<file path="config.mk">
export PLATFORM = sky130hd
export DESIGN_NAME = rf_cmd_sched
export DESIGN_NICKNAME = d
export VERILOG_FILES = /design/src/rtl/rf_cmd_sched.sv
export SDC_FILE = /design/constraint.sdc
export NUM_CORES = 1
export LEC_CHECK = 0
export BUFFER_PORTS_ARGS = -buffer_cell sky130_fd_sc_hd__buf_4
export CORE_MARGIN = 5
export CORE_UTILIZATION = 35
export DETAILED_ROUTE_END_ITERATION = 6
export PLACE_DENSITY = 0.63
export SLEW_MARGIN = 20
export SYNTH_ARGS = -nofsm -noshare
export SYNTH_HDL_FRONTEND = slang
export SYNTH_SLANG_ARGS = --single-unit
</file>
<file path="constraint.sdc">
create_clock -name clk -period 6.8 [get_ports clk]
set_clock_uncertainty 0.2 [all_clocks]
set_input_delay 0.34 -clock clk [delete_from_list [all_inputs] [get_ports clk]]
set_output_delay 0.34 -clock clk [all_outputs]
set_load 0.005 [all_outputs]
</file>
<file path="src/rtl/rf_cmd_sched.sv">
// rf_cmd_sched: buffers RF move/load/store commands and issues them one at a time
// to the move or load/store engine. Define RF_SCHED_TIMEOUT_EN to add a WAIT watchdog.
module rf_cmd_sched #(
   parameter int ADDR_W       = 10,
   parameter int LINE_NUM_W   = 11,
   parameter int SDRAM_ADDR_W = 32,
   parameter int FIFO_DEPTH   = 4
) (
   input  logic                    clk,
   input  logic                    rst_n,
   input  logic                    cmd_valid,
   output logic                    cmd_ready,
   input  logic [1:0]              cmd_op,
   input  logic [ADDR_W-1:0]       cmd_src,
   input  logic [ADDR_W-1:0]       cmd_dst,
   input  logic [LINE_NUM_W-1:0]   cmd_len,
   input  logic [SDRAM_ADDR_W-1:0] cmd_sdram_addr,
   output logic                    ram_sel,
   output logic                    move_start,
   output logic [ADDR_W-1:0]       move_src,
   output logic [ADDR_W-1:0]       move_dst,
   output logic [LINE_NUM_W-1:0]   move_len,
   output logic                    ldst_start,
   output logic                    ldst_is_store,
   output logic [ADDR_W-1:0]       ldst_rf_addr,
   output logic [SDRAM_ADDR_W-1:0] ldst_sdram_addr,
   output logic [LINE_NUM_W-1:0]   ldst_len,
   input  logic                    move_done,
   input  logic                    ldst_done,
   output logic                    busy,
   output logic                    cmd_done,
   output logic                    cmd_err
);
   localparam int PTR_W = $clog2(FIFO_DEPTH);
   localparam int CNT_W = PTR_W + 1;

   localparam logic [1:0] OP_MOVE    = 2'd0;
   localparam logic [1:0] OP_STORE   = 2'd2;
   localparam logic [1:0] OP_ILLEGAL = 2'd3;

   localparam logic [2:0] ST_IDLE   = 3'd0;
   localparam logic [2:0] ST_CHECK  = 3'd1;
   localparam logic [2:0] ST_SEL    = 3'd2;
   localparam logic [2:0] ST_LAUNCH = 3'd3;
   localparam logic [2:0] ST_WAIT   = 3'd4;
   localparam logic [2:0] ST_RETIRE = 3'd5;

   typedef struct packed {
      logic [1:0]              op;
      logic [ADDR_W-1:0]       src;
      logic [ADDR_W-1:0]       dst;
      logic [LINE_NUM_W-1:0]   len;
      logic [SDRAM_ADDR_W-1:0] addr;
   } cmd_t;

   cmd_t             fifo_mem [FIFO_DEPTH];
   cmd_t             cmd_in;
   cmd_t             cmd_q;
   logic [PTR_W-1:0] wr_ptr;
   logic [PTR_W-1:0] rd_ptr;
   logic [CNT_W-1:0] count;
   logic [2:0]       state;
   logic             push;
   logic             pop;
   logic             fifo_empty;
   logic             cmd_bad;
   logic             tgt_sel;
   logic             engine_done;
   logic             timeout_hit;

   assign cmd_in     = '{op: cmd_op, src: cmd_src, dst: cmd_dst, len: cmd_len, addr: cmd_sdram_addr};
   assign cmd_ready  = (count != CNT_W'(FIFO_DEPTH));
   assign fifo_empty = (count == '0);
   assign push       = cmd_valid && cmd_ready;
   assign pop        = (state == ST_IDLE) && !fifo_empty;

   // NOTE: payload storage is deliberately not reset; count/pointers alone define validity.
   always_ff @(posedge clk) begin
      if (push) fifo_mem[wr_ptr] <= cmd_in;
   end

   // NOTE: all sequential state uses non-blocking assignments so every flop samples pre-edge values.
   always_ff @(posedge clk or negedge rst_n) begin
      if (!rst_n) begin
         wr_ptr <= '0;
         rd_ptr <= '0;
         count  <= '0;
      end else begin
         if (push) wr_ptr <= wr_ptr + PTR_W'(1);
         if (pop)  rd_ptr <= rd_ptr + PTR_W'(1);
         case ({push, pop})
            2'b10:   count <= count + CNT_W'(1);
            2'b01:   count <= count - CNT_W'(1);
            default: ;
         endcase
      end
   end

   assign cmd_bad     = (cmd_q.op == OP_ILLEGAL) || (cmd_q.len == '0);
   assign tgt_sel     = (cmd_q.op != OP_MOVE);
   // Only the launched engine can retire the command; the other engine's done is ignored.
   assign engine_done = tgt_sel ? ldst_done : move_done;

`ifdef RF_SCHED_TIMEOUT_EN
   logic [15:0] wdog;

   assign timeout_hit = (state == ST_WAIT) && !engine_done && (wdog == 16'hFFFF);

   always_ff @(posedge clk or negedge rst_n) begin
      if (!rst_n)                 wdog <= '0;
      else if (state == ST_LAUNCH) wdog <= '0;
      else if (state == ST_WAIT)   wdog <= wdog + 16'd1;
   end
`else
   assign timeout_hit = 1'b0;
`endif

   always_ff @(posedge clk or negedge rst_n) begin
      if (!rst_n) begin
         state           <= ST_IDLE;
         cmd_q           <= '0;
         ram_sel         <= 1'b0;
         move_src        <= '0;
         move_dst        <= '0;
         move_len        <= '0;
         ldst_is_store   <= 1'b0;
         ldst_rf_addr    <= '0;
         ldst_sdram_addr <= '0;
         ldst_len        <= '0;
      end else begin
         case (state)
            ST_IDLE: begin
               if (!fifo_empty) begin
                  cmd_q <= fifo_mem[rd_ptr];
                  state <= ST_CHECK;
               end
            end
            ST_CHECK: begin
               if (cmd_bad) begin
                  state <= ST_IDLE;
               end else begin
                  // Switching here makes SEL the guard cycle in which the RAM mux settles.
                  ram_sel <= tgt_sel;
                  state   <= ST_SEL;
               end
            end
            ST_SEL: begin
               if (tgt_sel) begin
                  ldst_is_store   <= (cmd_q.op == OP_STORE);
                  ldst_rf_addr    <= (cmd_q.op == OP_STORE) ? cmd_q.src : cmd_q.dst;
                  ldst_sdram_addr <= cmd_q.addr;
                  ldst_len        <= cmd_q.len;
               end else begin
                  move_src <= cmd_q.src;
                  move_dst <= cmd_q.dst;
                  move_len <= cmd_q.len;
               end
               state <= ST_LAUNCH;
            end
            ST_LAUNCH: state <= ST_WAIT;
            ST_WAIT: begin
               if (engine_done)      state <= ST_RETIRE;
               else if (timeout_hit) state <= ST_IDLE;
            end
            ST_RETIRE: state <= ST_IDLE;
            default:   state <= ST_IDLE;
         endcase
      end
   end

   assign move_start = (state == ST_LAUNCH) && !tgt_sel;
   assign ldst_start = (state == ST_LAUNCH) && tgt_sel;
   assign cmd_done   = (state == ST_RETIRE);
   assign cmd_err    = ((state == ST_CHECK) && cmd_bad) || timeout_hit;
   assign busy       = !fifo_empty || (state != ST_IDLE);

endmodule

</file>
==> metrics.md <==
| Metric | Value |
|---|---|
| Status | completed |
| Final Hold Viols | 0 |
| Commonest non-fill, non-tap cells in the layout | edfxtp_1, buf_4, dfrtp_1 |
| Clock slew at reported path FFs | approximately 60 ps |
| Setup ws final | around 3800 ps |
| All-layer global routing usage | 0.141 |
| DRC | 0 |
| Proportion of layout cells with a drive suffix above 1 | 0.392 |
| Final period util | 0.434 |
| Die Width | about 220 um |
| RePlAce Congestion | ~0.7 |
| DP HPWL | 20.1 mm |
| Required time worst endpoint | roughly 7000 ps |
| Num rows | slightly below 80 |
| Place WS | 3820 ps |
| First-pass GRT wire length | roughly 54 mm |
| H-tree depth | 2 |
| Worst vdd ir | between 0.2 and 0.25 mV |
| Total power | between 9 and 10 mW |
| Min-delay worst type | in -> reg |
| Initial antenna violation count | 3 |
| Worst Tran Pin Value | ~970 ps |
| Setup violations, final | 0 |
| Vias | ~7,800 |
| Syn-to-layout area delta | 25.5% |
| Worst-Skew Late Latency | 560 ps |
| CORE AREA | roughly 44,000 um^2 |
| PD cells | about 460 nW/um^2 |
| Die ar. | slightly below 50,000 um^2 |
| Iter 0 DRT Violations | roughly 480 |
| Pleak | about 7.4 nW |
| Synth Net Count | a little over 800 |
| Hold buffers post-CTS | 68 |
| Yosys top cell by area | edfxtp_1 |
| CP Class | reg -> reg |
| Worst Path Max Fanout | 32 |
| Setup bufs post-CTS | 0 |
| Nature of the critical path startpoint | flip-flop |
| Post-synth top area share | 0.494 |
| Main synth FF type | edfxtp_1 |
| Period minus WS final | 2950 ps |
| Total negative setup slack | 0 ps |
| Slew Viols, Final | 0 |
| Largest net degree at the start of global routing | a little over 100 |
| Final Cell Area | just under 20,000 um^2 |
| Netlist cell types | between 40 and 50 |
| Gate Count Post-Synth | 743 |
| Post-CTS Resized | 0 |
| Dpl cell area | about 18,000 um^2 |
| CTS tree | done |
| TritonCTS Sinks | 421 |
| Post-synthesis register bit count | between 400 and 500 |
| Post-synth EDFFs | 260 |
| Crit end category | flip-flop |
| Io pins | 162 |
| Port bufs | roughly 160 |
| Critical path arrival | approximately 3200 ps |
| Root Buffer | clkbuf_16 |
| Seq/Total Area, Yosys | 0.749 |
| Commonest non-fill, non-tap cell in the layout | edfxtp_1 |
| Avg Cell Area, Syn | ~21 um^2 |
| CTS Buffer Depth | 3 |
| GRT overflow | 0 |
| Vias in the first global route | slightly below 9,000 |
| Relative slew slack | 0.348 |
| Total CTS buffers | 46 |
| Die Span Y | ~220 um |
| Vias per cell | between 4 and 5 |
| Initial core utilization | 0.356 |
| Drt pass-1 iters | 4 |
| Top post-synthesis cells by area | edfxtp_1, dfrtp_1, mux4_2, mux2_2, mux2_1 |
| Avg WL per Cell | approximately 21 um |
| Fmax | 339 MHz |
| Remaining antenna violation count | 0 |
| DRT Wirelength | about 35 mm |
| RSZ-0062 raised after global routing | no |
| Async set-or-reset flop fraction in the synthesized netlist | 0.382 |
| Yosys warning total | 0 |
| Max_cap viols | 0 |
| Nets | approximately 1,100 |
| Mapped Area | between 15,000 and 20,000 um^2 |
-- registers in the layout, summed over array words and instances (netlist names) --
register	count
ldst_rf_addr	10
move_src	10
wr_ptr	2
move_dst	10
ldst_sdram_addr	32
ldst_is_store	1
count	3
fifo_mem	260
ldst_len	11
move_len	11
rd_ptr	2
state	3
ram_sel	1
cmd_q	65
-- through the flow --
step           hold WS [ps]   util  instances
3_3_place_gp            264  0.397       1472
4_1_cts                55.8  0.446       1626
2_1_floorplan          -156      -        743
3_5_place_dp            275  0.397       1472
5_1_grt                98.8  0.446       1628
6_report               93.2  0.447       1629
-- where the power goes --
group	total [mW]	switching, mW	internal, mW
Sequential	4.09	0.501	3.59
Clock	2.43	0.979	1.45
Combinational	2.56	1.11	1.45
-- worst max-delay path, stage by stage (launching register included) --
cell     delay, ps
dfrtp_1        500
nor3b_2        330
nor2b_4        770
buf_4          610
mux2_1         380
-- layout make-up --
class                   count  area [um^2]
diodes                      2         5.00
clock buffers              73         1410
clock inverters            13         92.6
fillers                  3842        24600
inverters                   8         30.0
multi-input cells         281         3720
flip-flops and latches    421        11800
well taps                 592          741
repair buffers            239         1990
-- synthesized netlist by cell type (2+ instances only) --
master / count
buf_1: 2
or3_1: 2
inv_1: 8
buf_8: 2
buf_4: 5
nor2_1: 2
buf_6: 7
and2_1: 2
xnor2_1: 4
ha_1: 5
buf_2: 12
clkbuf_1: 4
and3_1: 5
mux2_2: 89
nand2_1: 3
o21ai_0: 3
nor2b_1: 3
edfxtp_1: 260
nor3_1: 3
nand3_1: 2
dfrtp_1: 161
mux4_2: 65
xor2_1: 2
nor4_1: 2
a21oi_1: 4
mux2_1: 71
-- logic make-up (layout without fill, tap and decap cells) --
| group | after synthesis | in the layout | synth area share |
|---|---|---|---|
| adder cells (fa/ha/maj) | 6 | 6 | 0.00523 |
| flip-flops | 421 | 421 | 0.749 |
| AO/OA/AOI/OAI | 11 | 11 | 0.00436 |
| multiplexers | 226 | 226 | 0.207 |
| other | 0 | 2 | 0 |
| AND/OR/NAND/NOR | 32 | 32 | 0.0128 |
| XOR/XNOR | 6 | 6 | 0.00333 |
| buffers and inverters | 41 | 333 | 0.0177 |
-- worst paths after layout --
kind | from | end | slack (ps) | depth (start not counted)
min in group asynchronous | rst_n | ldst_sdram_addr[13] | 260 | 2
min reg2reg | count[2] | count[2] | 280 | 1
max | state[1] | ldst_len[6] | 3850 | 4
min | move_done | state[0] | 90 | 4
max in group asynchronous | rst_n | rd_ptr[0] | 4550 | 3
max reg2reg | state[1] | ldst_len[6] | 3850 | 4
-- layer usage --
metal | part of all wire | GRT usage
met1 | 0.43 | 0.189
met2 | 0.48 | 0.232
met3 | 0.063 | 0.0327
met4 | 0.021 | 0.0401
met5 | 0.00061 | 0
Power figures use the tool's default switching activity.
